## src/rtl/upg_boot_pkg.sv

```systemverilog
// upg_boot_pkg: shared types and widths for the boot/programming sequencer.
// State encoding is visible on state_o, so the values are fixed.
package upg_boot_pkg;

  typedef enum logic [1:0] {
    HOLD  = 2'd0,
    RUN   = 2'd1,
    PROG  = 2'd2,
    FLUSH = 2'd3
  } upg_state_e;

  localparam int MEM_SEL_BIT = 14;
  localparam int MEM_ADR_W   = 14;
  localparam int WORD_CNT_W  = 16;
  localparam int UPG_ADR_W   = 15;
  localparam int DATA_W      = 32;

  function automatic logic [WORD_CNT_W-1:0] sat_inc(
    input logic [WORD_CNT_W-1:0] v
  );
    return (&v) ? v : v + 1'b1;
  endfunction

endpackage

```

## src/rtl/upg_boot_if.sv

```systemverilog
// upg_boot_if: UART programmer write port and the memory write port.
// master = programmer/memory side, slave = upg_boot_ctrl.
interface upg_boot_if;
  import upg_boot_pkg::*;

  logic                  upg_wen_i;
  logic [UPG_ADR_W-1:0]  upg_adr_i;
  logic [DATA_W-1:0]     upg_dat_i;
  logic                  upg_done_i;
  logic                  upg_rst_o;
  logic                  imem_wen_o;
  logic                  dmem_wen_o;
  logic [MEM_ADR_W-1:0]  mem_adr_o;
  logic [DATA_W-1:0]     mem_dat_o;

  modport master (
    output upg_wen_i, upg_adr_i, upg_dat_i, upg_done_i,
    input  upg_rst_o, imem_wen_o, dmem_wen_o, mem_adr_o, mem_dat_o
  );

  modport slave (
    input  upg_wen_i, upg_adr_i, upg_dat_i, upg_done_i,
    output upg_rst_o, imem_wen_o, dmem_wen_o, mem_adr_o, mem_dat_o
  );

endinterface

```

## src/rtl/upg_boot_ctrl_key_debounce.sv

```systemverilog
// key_debounce: 2-flop synchronizer, stability counter, registered
// one-cycle pulse on the accepted 0->1 edge of the debounced level.
module key_debounce #(
  parameter int unsigned CYCLES = 1_000_000
) (
  input  logic clk,
  input  logic rst_n,
  input  logic key_i,
  output logic pulse_o
);

  localparam int unsigned CW =
    ($clog2(CYCLES) > 0) ? $clog2(CYCLES) : 1;
  localparam logic [CW-1:0] CNT_MAX = CW'(CYCLES - 1);

  logic          sync0_q, sync0_d;
  logic          sync1_q, sync1_d;
  logic          level_q, level_d;
  logic [CW-1:0] cnt_q, cnt_d;
  logic          pulse_q, pulse_d;

  always_comb begin
    sync0_d = key_i;
    sync1_d = sync0_q;
    level_d = level_q;
    cnt_d   = cnt_q;
    pulse_d = 1'b0;
    // counts consecutive cycles the synced input disagrees with level
    if (sync1_q == level_q) begin
      cnt_d = '0;
    end else if (cnt_q == CNT_MAX) begin
      level_d = sync1_q;
      cnt_d   = '0;
      pulse_d = sync1_q;
    end else begin
      cnt_d = cnt_q + 1'b1;
    end
  end

  always_ff @(posedge clk or negedge rst_n) begin
    if (!rst_n) begin
      sync0_q <= 1'b0;
      sync1_q <= 1'b0;
      level_q <= 1'b0;
      cnt_q   <= '0;
      pulse_q <= 1'b0;
    end else begin
      sync0_q <= sync0_d;
      sync1_q <= sync1_d;
      level_q <= level_d;
      cnt_q   <= cnt_d;
      pulse_q <= pulse_d;
    end
  end

  assign pulse_o = pulse_q;

endmodule

```

## src/rtl/upg_boot_ctrl.sv

```systemverilog
// upg_boot_ctrl: CPU/UART-programmer arbitration and boot sequencer.
// Optional programmer watchdog: define UPG_WATCHDOG_EN.
module upg_boot_ctrl
  import upg_boot_pkg::*;
#(
  parameter int unsigned DEBOUNCE_CYCLES = 1_000_000,
  parameter int unsigned RST_HOLD_CYCLES = 16,
  parameter int unsigned TIMEOUT_CYCLES  = 50_000_000
) (
  input  logic                  fpga_clk,
  input  logic                  fpga_rst_n,
  input  logic                  start_pg,
  upg_boot_if.slave             bus,
  output logic                  cpu_rst_o,
  output logic [WORD_CNT_W-1:0] word_cnt_o,
  output logic [1:0]            state_o,
  output logic                  err_o
);

  localparam int unsigned HW =
    ($clog2(RST_HOLD_CYCLES) > 0) ? $clog2(RST_HOLD_CYCLES) : 1;
  localparam logic [HW-1:0] HOLD_MAX = HW'(RST_HOLD_CYCLES - 1);

  logic btn_pulse;

  key_debounce #(
    .CYCLES (DEBOUNCE_CYCLES)
  ) u_debounce (
    .clk     (fpga_clk),
    .rst_n   (fpga_rst_n),
    .key_i   (start_pg),
    .pulse_o (btn_pulse)
  );

  upg_state_e            state_q, state_d;
  logic [HW-1:0]         hold_q, hold_d;
  logic                  cpu_rst_q, cpu_rst_d;
  logic                  upg_rst_q, upg_rst_d;
  logic                  imem_q, imem_d;
  logic                  dmem_q, dmem_d;
  logic [MEM_ADR_W-1:0]  adr_q, adr_d;
  logic [DATA_W-1:0]     dat_q, dat_d;
  logic [WORD_CNT_W-1:0] cnt_q, cnt_d;
  logic                  timeout;

`ifdef UPG_WATCHDOG_EN
  localparam int unsigned GW =
    ($clog2(TIMEOUT_CYCLES) > 0) ? $clog2(TIMEOUT_CYCLES) : 1;
  localparam logic [GW-1:0] GAP_MAX = GW'(TIMEOUT_CYCLES - 1);

  logic [GW-1:0] gap_q, gap_d;
  logic          err_q, err_d;

  assign timeout = (gap_q == GAP_MAX);
`else
  assign timeout = 1'b0;
`endif

  logic wen;
  logic sel_dmem;

  assign wen      = bus.upg_wen_i;
  assign sel_dmem = bus.upg_adr_i[MEM_SEL_BIT];

  always_comb begin
    state_d = state_q;
    hold_d  = hold_q;
    imem_d  = 1'b0;
    dmem_d  = 1'b0;
    adr_d   = adr_q;
    dat_d   = dat_q;
    cnt_d   = cnt_q;
`ifdef UPG_WATCHDOG_EN
    gap_d   = gap_q;
    err_d   = err_q;
`endif
    unique case (state_q)
      HOLD: begin
        if (hold_q == HOLD_MAX) begin
          state_d = RUN;
          hold_d  = '0;
        end else begin
          hold_d = hold_q + 1'b1;
        end
      end
      RUN: begin
        if (btn_pulse) begin
          state_d = PROG;
          cnt_d   = '0;
`ifdef UPG_WATCHDOG_EN
          gap_d   = '0;
          err_d   = 1'b0;
`endif
        end
      end
      PROG: begin
        if (wen) begin
          imem_d = !sel_dmem;
          dmem_d = sel_dmem;
          adr_d  = bus.upg_adr_i[MEM_ADR_W-1:0];
          dat_d  = bus.upg_dat_i;
          cnt_d  = sat_inc(cnt_q);
        end
`ifdef UPG_WATCHDOG_EN
        gap_d = wen ? '0 : gap_q + 1'b1;
`endif
        // done wins over the watchdog; a write alongside done still lands
        if (bus.upg_done_i) begin
          state_d = FLUSH;
        end else if (!wen && timeout) begin
          state_d = FLUSH;
`ifdef UPG_WATCHDOG_EN
          err_d   = 1'b1;
`endif
        end
      end
      FLUSH: begin
        state_d = HOLD;
        hold_d  = '0;
      end
      default: state_d = HOLD;
    endcase
    cpu_rst_d = (state_d != RUN);
    upg_rst_d = (state_d == HOLD) || (state_d == RUN);
  end

  always_ff @(posedge fpga_clk or negedge fpga_rst_n) begin
    if (!fpga_rst_n) begin
      state_q   <= HOLD;
      hold_q    <= '0;
      cpu_rst_q <= 1'b1;
      upg_rst_q <= 1'b1;
      imem_q    <= 1'b0;
      dmem_q    <= 1'b0;
      adr_q     <= '0;
      dat_q     <= '0;
      cnt_q     <= '0;
    end else begin
      state_q   <= state_d;
      hold_q    <= hold_d;
      cpu_rst_q <= cpu_rst_d;
      upg_rst_q <= upg_rst_d;
      imem_q    <= imem_d;
      dmem_q    <= dmem_d;
      adr_q     <= adr_d;
      dat_q     <= dat_d;
      cnt_q     <= cnt_d;
    end
  end

`ifdef UPG_WATCHDOG_EN
  always_ff @(posedge fpga_clk or negedge fpga_rst_n) begin
    if (!fpga_rst_n) begin
      gap_q <= '0;
      err_q <= 1'b0;
    end else begin
      gap_q <= gap_d;
      err_q <= err_d;
    end
  end

  assign err_o = err_q;
`else
  assign err_o = 1'b0;
`endif

  assign bus.upg_rst_o  = upg_rst_q;
  assign bus.imem_wen_o = imem_q;
  assign bus.dmem_wen_o = dmem_q;
  assign bus.mem_adr_o  = adr_q;
  assign bus.mem_dat_o  = dat_q;
  assign cpu_rst_o      = cpu_rst_q;
  assign word_cnt_o     = cnt_q;
  assign state_o        = state_q;

endmodule

```

## src/flat_wrapper.sv

```systemverilog
// flat-port wrapper written by rule: the top's interface ports become plain ports
module upg_boot_ctrl_flat import upg_boot_pkg::*;
#(
  parameter int unsigned DEBOUNCE_CYCLES = 1_000_000,
  parameter int unsigned RST_HOLD_CYCLES = 16,
  parameter int unsigned TIMEOUT_CYCLES  = 50_000_000
)
  (fpga_clk, fpga_rst_n, start_pg, cpu_rst_o, word_cnt_o, state_o, err_o, bus_upg_wen_i, bus_upg_adr_i, bus_upg_dat_i, bus_upg_done_i, bus_upg_rst_o, bus_imem_wen_o, bus_dmem_wen_o, bus_mem_adr_o, bus_mem_dat_o);
  upg_boot_if bus_i ();
  input  logic fpga_clk;
  input  logic fpga_rst_n;
  input  logic start_pg;
  output logic cpu_rst_o;
  output logic [WORD_CNT_W-1:0] word_cnt_o;
  output logic [1:0] state_o;
  output logic err_o;
  input wire logic [$bits(bus_i.upg_wen_i)-1:0] bus_upg_wen_i;
  input wire logic [$bits(bus_i.upg_adr_i)-1:0] bus_upg_adr_i;
  input wire logic [$bits(bus_i.upg_dat_i)-1:0] bus_upg_dat_i;
  input wire logic [$bits(bus_i.upg_done_i)-1:0] bus_upg_done_i;
  output wire logic [$bits(bus_i.upg_rst_o)-1:0] bus_upg_rst_o;
  output wire logic [$bits(bus_i.imem_wen_o)-1:0] bus_imem_wen_o;
  output wire logic [$bits(bus_i.dmem_wen_o)-1:0] bus_dmem_wen_o;
  output wire logic [$bits(bus_i.mem_adr_o)-1:0] bus_mem_adr_o;
  output wire logic [$bits(bus_i.mem_dat_o)-1:0] bus_mem_dat_o;
  assign bus_i.upg_wen_i = bus_upg_wen_i;
  assign bus_i.upg_adr_i = bus_upg_adr_i;
  assign bus_i.upg_dat_i = bus_upg_dat_i;
  assign bus_i.upg_done_i = bus_upg_done_i;
  assign bus_upg_rst_o = bus_i.upg_rst_o;
  assign bus_imem_wen_o = bus_i.imem_wen_o;
  assign bus_dmem_wen_o = bus_i.dmem_wen_o;
  assign bus_mem_adr_o = bus_i.mem_adr_o;
  assign bus_mem_dat_o = bus_i.mem_dat_o;
  upg_boot_ctrl #(.DEBOUNCE_CYCLES(DEBOUNCE_CYCLES), .RST_HOLD_CYCLES(RST_HOLD_CYCLES), .TIMEOUT_CYCLES(TIMEOUT_CYCLES)) u_core (.fpga_clk(fpga_clk), .fpga_rst_n(fpga_rst_n), .start_pg(start_pg), .bus(bus_i), .cpu_rst_o(cpu_rst_o), .word_cnt_o(word_cnt_o), .state_o(state_o), .err_o(err_o));
endmodule
```

## config.mk

```make
export PLATFORM = sky130hd
export DESIGN_NAME = upg_boot_ctrl_flat
export DESIGN_NICKNAME = d
export VERILOG_FILES = /design/src/rtl/upg_boot_pkg.sv /design/src/rtl/upg_boot_if.sv /design/src/rtl/upg_boot_ctrl_key_debounce.sv /design/src/rtl/upg_boot_ctrl.sv /design/src/flat_wrapper.sv
export SDC_FILE = /design/constraint.sdc
export NUM_CORES = 1
export LEC_CHECK = 0
export CAP_MARGIN = 20
export CORE_ASPECT_RATIO = 1.25
export CORE_MARGIN = 2
export CORE_UTILIZATION = 30
export DETAILED_ROUTE_END_ITERATION = 10
export GPL_TIMING_DRIVEN = 0
export REMOVE_ABC_BUFFERS = 1
export SYNTH_ARGS = -nofsm -noshare
export SYNTH_HDL_FRONTEND = slang
export SYNTH_SLANG_ARGS = --single-unit
```

## constraint.sdc

```tcl
create_clock -name fpga_clk -period 2 [get_ports fpga_clk]
set_input_delay 0.3 -clock fpga_clk [delete_from_list [all_inputs] [get_ports fpga_clk]]
set_output_delay 0.3 -clock fpga_clk [all_outputs]
set_load 0.01 [all_outputs]
```

# Yosys cells after proc, flatten, opt, wreduce, memory -nomap -nowiden
# Cells that the tools add are included.
# totals
regBits,96
inputBits,52
output_inout_bits,69
word_cells,57
# op_classes
addsub,3
n_eq_ne,11
muxes,18
bitwise,1
reduce_logical,10
# ops
operator,n
$mux 16,3
$mux 20,2
$pmux 16 s2,1
$add 20x1->20 const B,1
$eq 20x20->1 const B,1
$add 16x1->16 const B,1
$reduce_and 16->1,1
$pmux 2 s4,1
$pmux 4 s2,1
$mux 1,6
$mux 2,3
$ne 2x2->1 const B,3
$add 4x1->4 const B,1
$eq 2x1->1 const B,2
$eq 2x2->1 const B,2
$eq 4x4->1 const B,1
$logic_not 2->1,2
$mux 4,1
$reduce_and 2->1,2
$reduce_and 4->1,1
$reduce_bool 2->1,2
$ne 2x1->1 const B,1
$eq 1x1->1,1
$logic_not 1->1,1
2 further kinds,2

# Depth between registers and ports, before layout
# logic_depth
word_depth,5
ltp_mapped,8

# Modules after synthesis
# Synthesis repeated with hierarchy kept, for this count alone.
# unflattened
cells_unflattened,361
hier_area_um2,4354.2
# by_module_without_submodules
module,instances,cells_per_inst,area_each_um2,seq_area_each_um2
upg_boot_ctrl,1,251,3216.8,1804.2
key_debounce,1,110,1137.3,600.6

# Worst setup path after synthesis
# Ideal clock, no wire load.
# synth_path
path_kind,flip-flop to flip-flop
from,"register u_core.state_q[1], in the netlist u_core.state_o[1]"
to,"register u_core.cnt_q[0], in the netlist u_core.word_cnt_o[0]"
setup_time_ns,0.125
arrival_time_ns,1.902
t_required_ns,1.875
path_slack_ns,-0.027
path_stages_with_launch,9
n_path_buf,2
cell_sequence,dfrtp_1 > inv_1 > ha_1 > nor2b_1 > clkbuf_1 > or2_0 > buf_2 > a31oi_4 > mux2_4
# synth_via
elab_chain_cells,3
# synth_rtl
element,line_no,text
"start, declared",upg_boot_ctrl.sv:35,"upg_state_e state_q, state_d;"
"start signal, assigned",upg_boot_ctrl.sv:139,state_q <= state_d;
$eq 2x2->1 / $eq 2x1->1 (equally long branches),upg_boot_ctrl.sv:77,unique case (state_q)
$ne 2x2->1 (no source line) / $reduce_bool 2->1 (equally long branches),-,
$reduce_and 4->1 (no source line),-,
"end signal, assigned",upg_boot_ctrl.sv:147,cnt_q <= cnt_d;
"end, declared",upg_boot_ctrl.sv:43,"logic [WORD_CNT_W-1:0] cnt_q, cnt_d;"
# Parallel ways exist; a longest one is shown, timed or not.
# A chain may end at the register's enable or synchronous reset.

# Worst setup path in the final report
# layout_path
from,"register u_core.state_q[0], in the netlist u_core.state_o[0]"
to,"register u_core.cnt_q[2], in the netlist u_core.word_cnt_o[2]"
# Same word-level chain as after synthesis.

==> flow_summary_export.csv <==
group,metric,value,unit
floorplan,start_util,30.4,%
yosys,synth_top_cells_by_area,"dfrtp_1 (54%), mux2_2 (12%), ha_1 (2.0%)",
routing,first_pass_iters,4,
routing,wirelength,10.8,mm
clock_tree,cts_buffers,9,
grt,grt_usage,14.0,%
yosys,synthArstFlopShare,100,%
grt,grt-ovfl-total,0,
clock_tree,clk-insertion-delay-late,350,ps
yosys,yosysSeqAreaShare,55.4,%
sta,tightestPinTransition,503,ps
worst_hold_path,hp-class,"flip-flop to flip-flop",
grt,use_met1,16.3,%
layout,area_delta_synth_final,43.0,%
layout,final_common_cell,"clkdlybuf4s50_1",
setup_path,critical_path_class,"flip-flop to flip-flop",
yosys,synth_top_area_cell,"dfrtp_1",
yosys,syn-cell-area,4340,sq um
floorplan,core,14300,sq um
floorplan,die_w,112,um
grt,met3_usage,3.24,%
clock_tree,htreeDepth,3,
setup_path,ff2ff_setup_slack,50,ps
floorplan,rows,49,
setup_path,worstPathCellList,"inv_1, ha_4, and3_4, nand4_1, o31ai_4, a22o_1",
yosys,ys_warn_count,0,
clock_tree,path_clk_slew,60,ps
status,status,"finished clean",
routing,vias_per_cell,5.00,
setup_path,required,2280,ps
grt,top_usage_layer,"met2",
floorplan,dieArea,15500,sq um
placement,port_buffers,119,
pwr,power-per-cell-area,620,nW/um^2
placement,hpwl,7.52,mm
layout,utilization,43.5,%
sta,tns,0,ps
routing,wl_per_cell,16.0,um
floorplan,die_h,139,um
sta,finalCritPeriodShare,97.7,%
yosys,syn_inst,362,
yosys,yosysTopAreaCellShare,54.2,%
setup_path,start_kind,"flip-flop",
layout,antennaDiodeCount,0,
setup_path,critPathMaxFanout,6,
sta,clock_skew,8.50,ps
clock_tree,cts_tree,"built",
sta,report.final.slew_viol_count,0,
setup_path,worst_path_max_delay_cell,"o31ai_4",
floorplan,ios,121,
layout,finalNetCount,551,
sta,max_freq,512,MHz
yosys,avgSynthCellArea,12.0,sq um
pwr,p_leak,2.76,nW
grt,use_met2,25.2,%
routing,drtIter0Drc,138,
yosys,synth_edf_count,0,
sta,finalSetupViolCount,0,
routing,via_count,3372,
setup_path,cp-end-kind,"flip-flop",
pwr,ir_drop,0.354,mV
yosys,yosysUniqueCellTypes,52,
setup_path,cp.arrival,2240,ps
grt,antenna_found_initial,0,
routing,drc,0,
grt,grt_pass1_wl,17.6,mm
routing,antenna_left,0,
yosys,synthFlopType,"dfrtp_1",
clock_tree,cts_buffer_depth,2,
placement,place_congestion,0.845,
layout,layout_common_cells,"clkdlybuf4s50_1 (118), dfrtp_1 (91), mux2_2 (47), nor2_1 (20), nand3_1 (14)",
clock_tree,cts_num_sinks,96,
layout,drive_gt1_share,19.1,%
grt,grt_pass1_vias,3449,
placement,dpl.cell_count,649,
layout,finalNonFillerCells,675,
sta,layout_min_cycle_time,1950,ps
yosys,synth-seq-cells,96,
job,maxCapViolCount,0,
sta,hold_viol,0,
clock_tree,cts_root_buffer,"clkbuf_16",
setup_path,critical_path.max_stage_delay,460,ps
sta,relSlewSlack,66.4,%
grt,grt_max_degree,62,
-- per-layer routing --
layer  wire length, um  up-vias
met3               508       20
met2              5660      108
li1                  -     1584
met1              4420     1660
met5                 0        -
met4               216        0
-- final cells by class --
| type | count | area (sq um) |
|---|---|---|
| multi-input cells | 240 | 1910 |
| clock inverters | 3 | 43.8 |
| well taps | 178 | 223 |
| clock buffers | 13 | 250 |
| flip-flops and latches | 96 | 2410 |
| fillers | 1338 | 8080 |
| inverters | 13 | 48.8 |
| repair buffers | 132 | 1320 |
-- path summary, 6_finish.rpt --
path / startpoint / to / cells past startpoint
min: u_core.u_debounce.sync0_q / u_core.u_debounce.sync1_q / 0
min reg2reg: u_core.u_debounce.sync0_q / u_core.u_debounce.sync1_q / 0
max in group asynchronous: fpga_rst_n / u_core.cpu_rst_o / 3
max: u_core.state_o[0] / u_core.word_cnt_o[2] / 6
min in group asynchronous: fpga_rst_n / u_core.word_cnt_o[1] / 2
max reg2reg: u_core.state_o[0] / u_core.word_cnt_o[2] / 6
-- synth_stat cells (all sizes together), types with 3 or more instances --
master,n
a22o,4
mux2i,5
nand2b,3
and4,5
buf,5
nor3b,3
or3,6
and2,3
xor2,7
o31ai,6
dfrtp,94
xnor2,5
mux2,48
a21oi,13
a211o,3
and3,8
clkbuf,8
nor4,6
inv,13
nor4b,3
nand3,15
a31oi,3
nand2,12
nor2,22
nand4,10
nor3,6
ha,7
o21ai,12
o22ai,4
or4,3
-- cells by family after synthesis --
kind of cell,after synthesis,synth area share (%)
buffers and inverters,26,2.51
AND/OR/NAND/NOR,109,14.5
AO/OA/AOI/OAI,58,9.39
other,1,0.0863
multiplexers,53,13.7
flip-flops,96,55.4
XOR/XNOR,12,2.42
adder cells (fa/ha/maj),7,2.02
-- critical path: cells and delay by family, from the launching register on --
kind | cells | cell delay [ps]
AOI/OAI and AO/OA | 2 | 670
buffers and inverters | 1 | 130
adders and majority gates | 1 | 210
DFF | 1 | 440
and+or+nand+nor | 2 | 440
-- report_power, final --
part | leakage [nW] | switching (W) | internal [W]
registers | 1.29 | 0.00000814 | 0.00195
logic | 1.33 | 0.0000669 | 0.000102
clock network | 0.144 | 0.000719 | 0.00101
-- state kept, by name, indices dropped and copies added, names as in the netlist, 2 cells and up --
signal and count:
u_core.hold_q 4, u_core.bus.mem_adr_o 14, u_core.word_cnt_o 16, u_core.u_debounce.cnt_q 20, u_core.bus.mem_dat_o 32, u_core.state_o 2
-- through the flow --
stage                     hold slack, ps  power (W)  setup WS, ps  cell area [sq um]
after floorplan                     4.41    0.00201          -633               4280
after global placement               340    0.00215         -3020               5700
after detailed placement             308    0.00216          -715               5760
after CTS                            354    0.00392          4.88               6130
after global routing                 365    0.00403         -14.6               6210
final                                351    0.00385          45.4               6210
-- repair_timing --
action,in CTS,in global routing
gates resized for setup,14,5
endpoints found under the hold margin,35,0
buffers inserted,2,7
hold buffers,1,0
pin swaps,0,2
setup endpoints to repair,62,39
(Power assumes the default switching activity.)
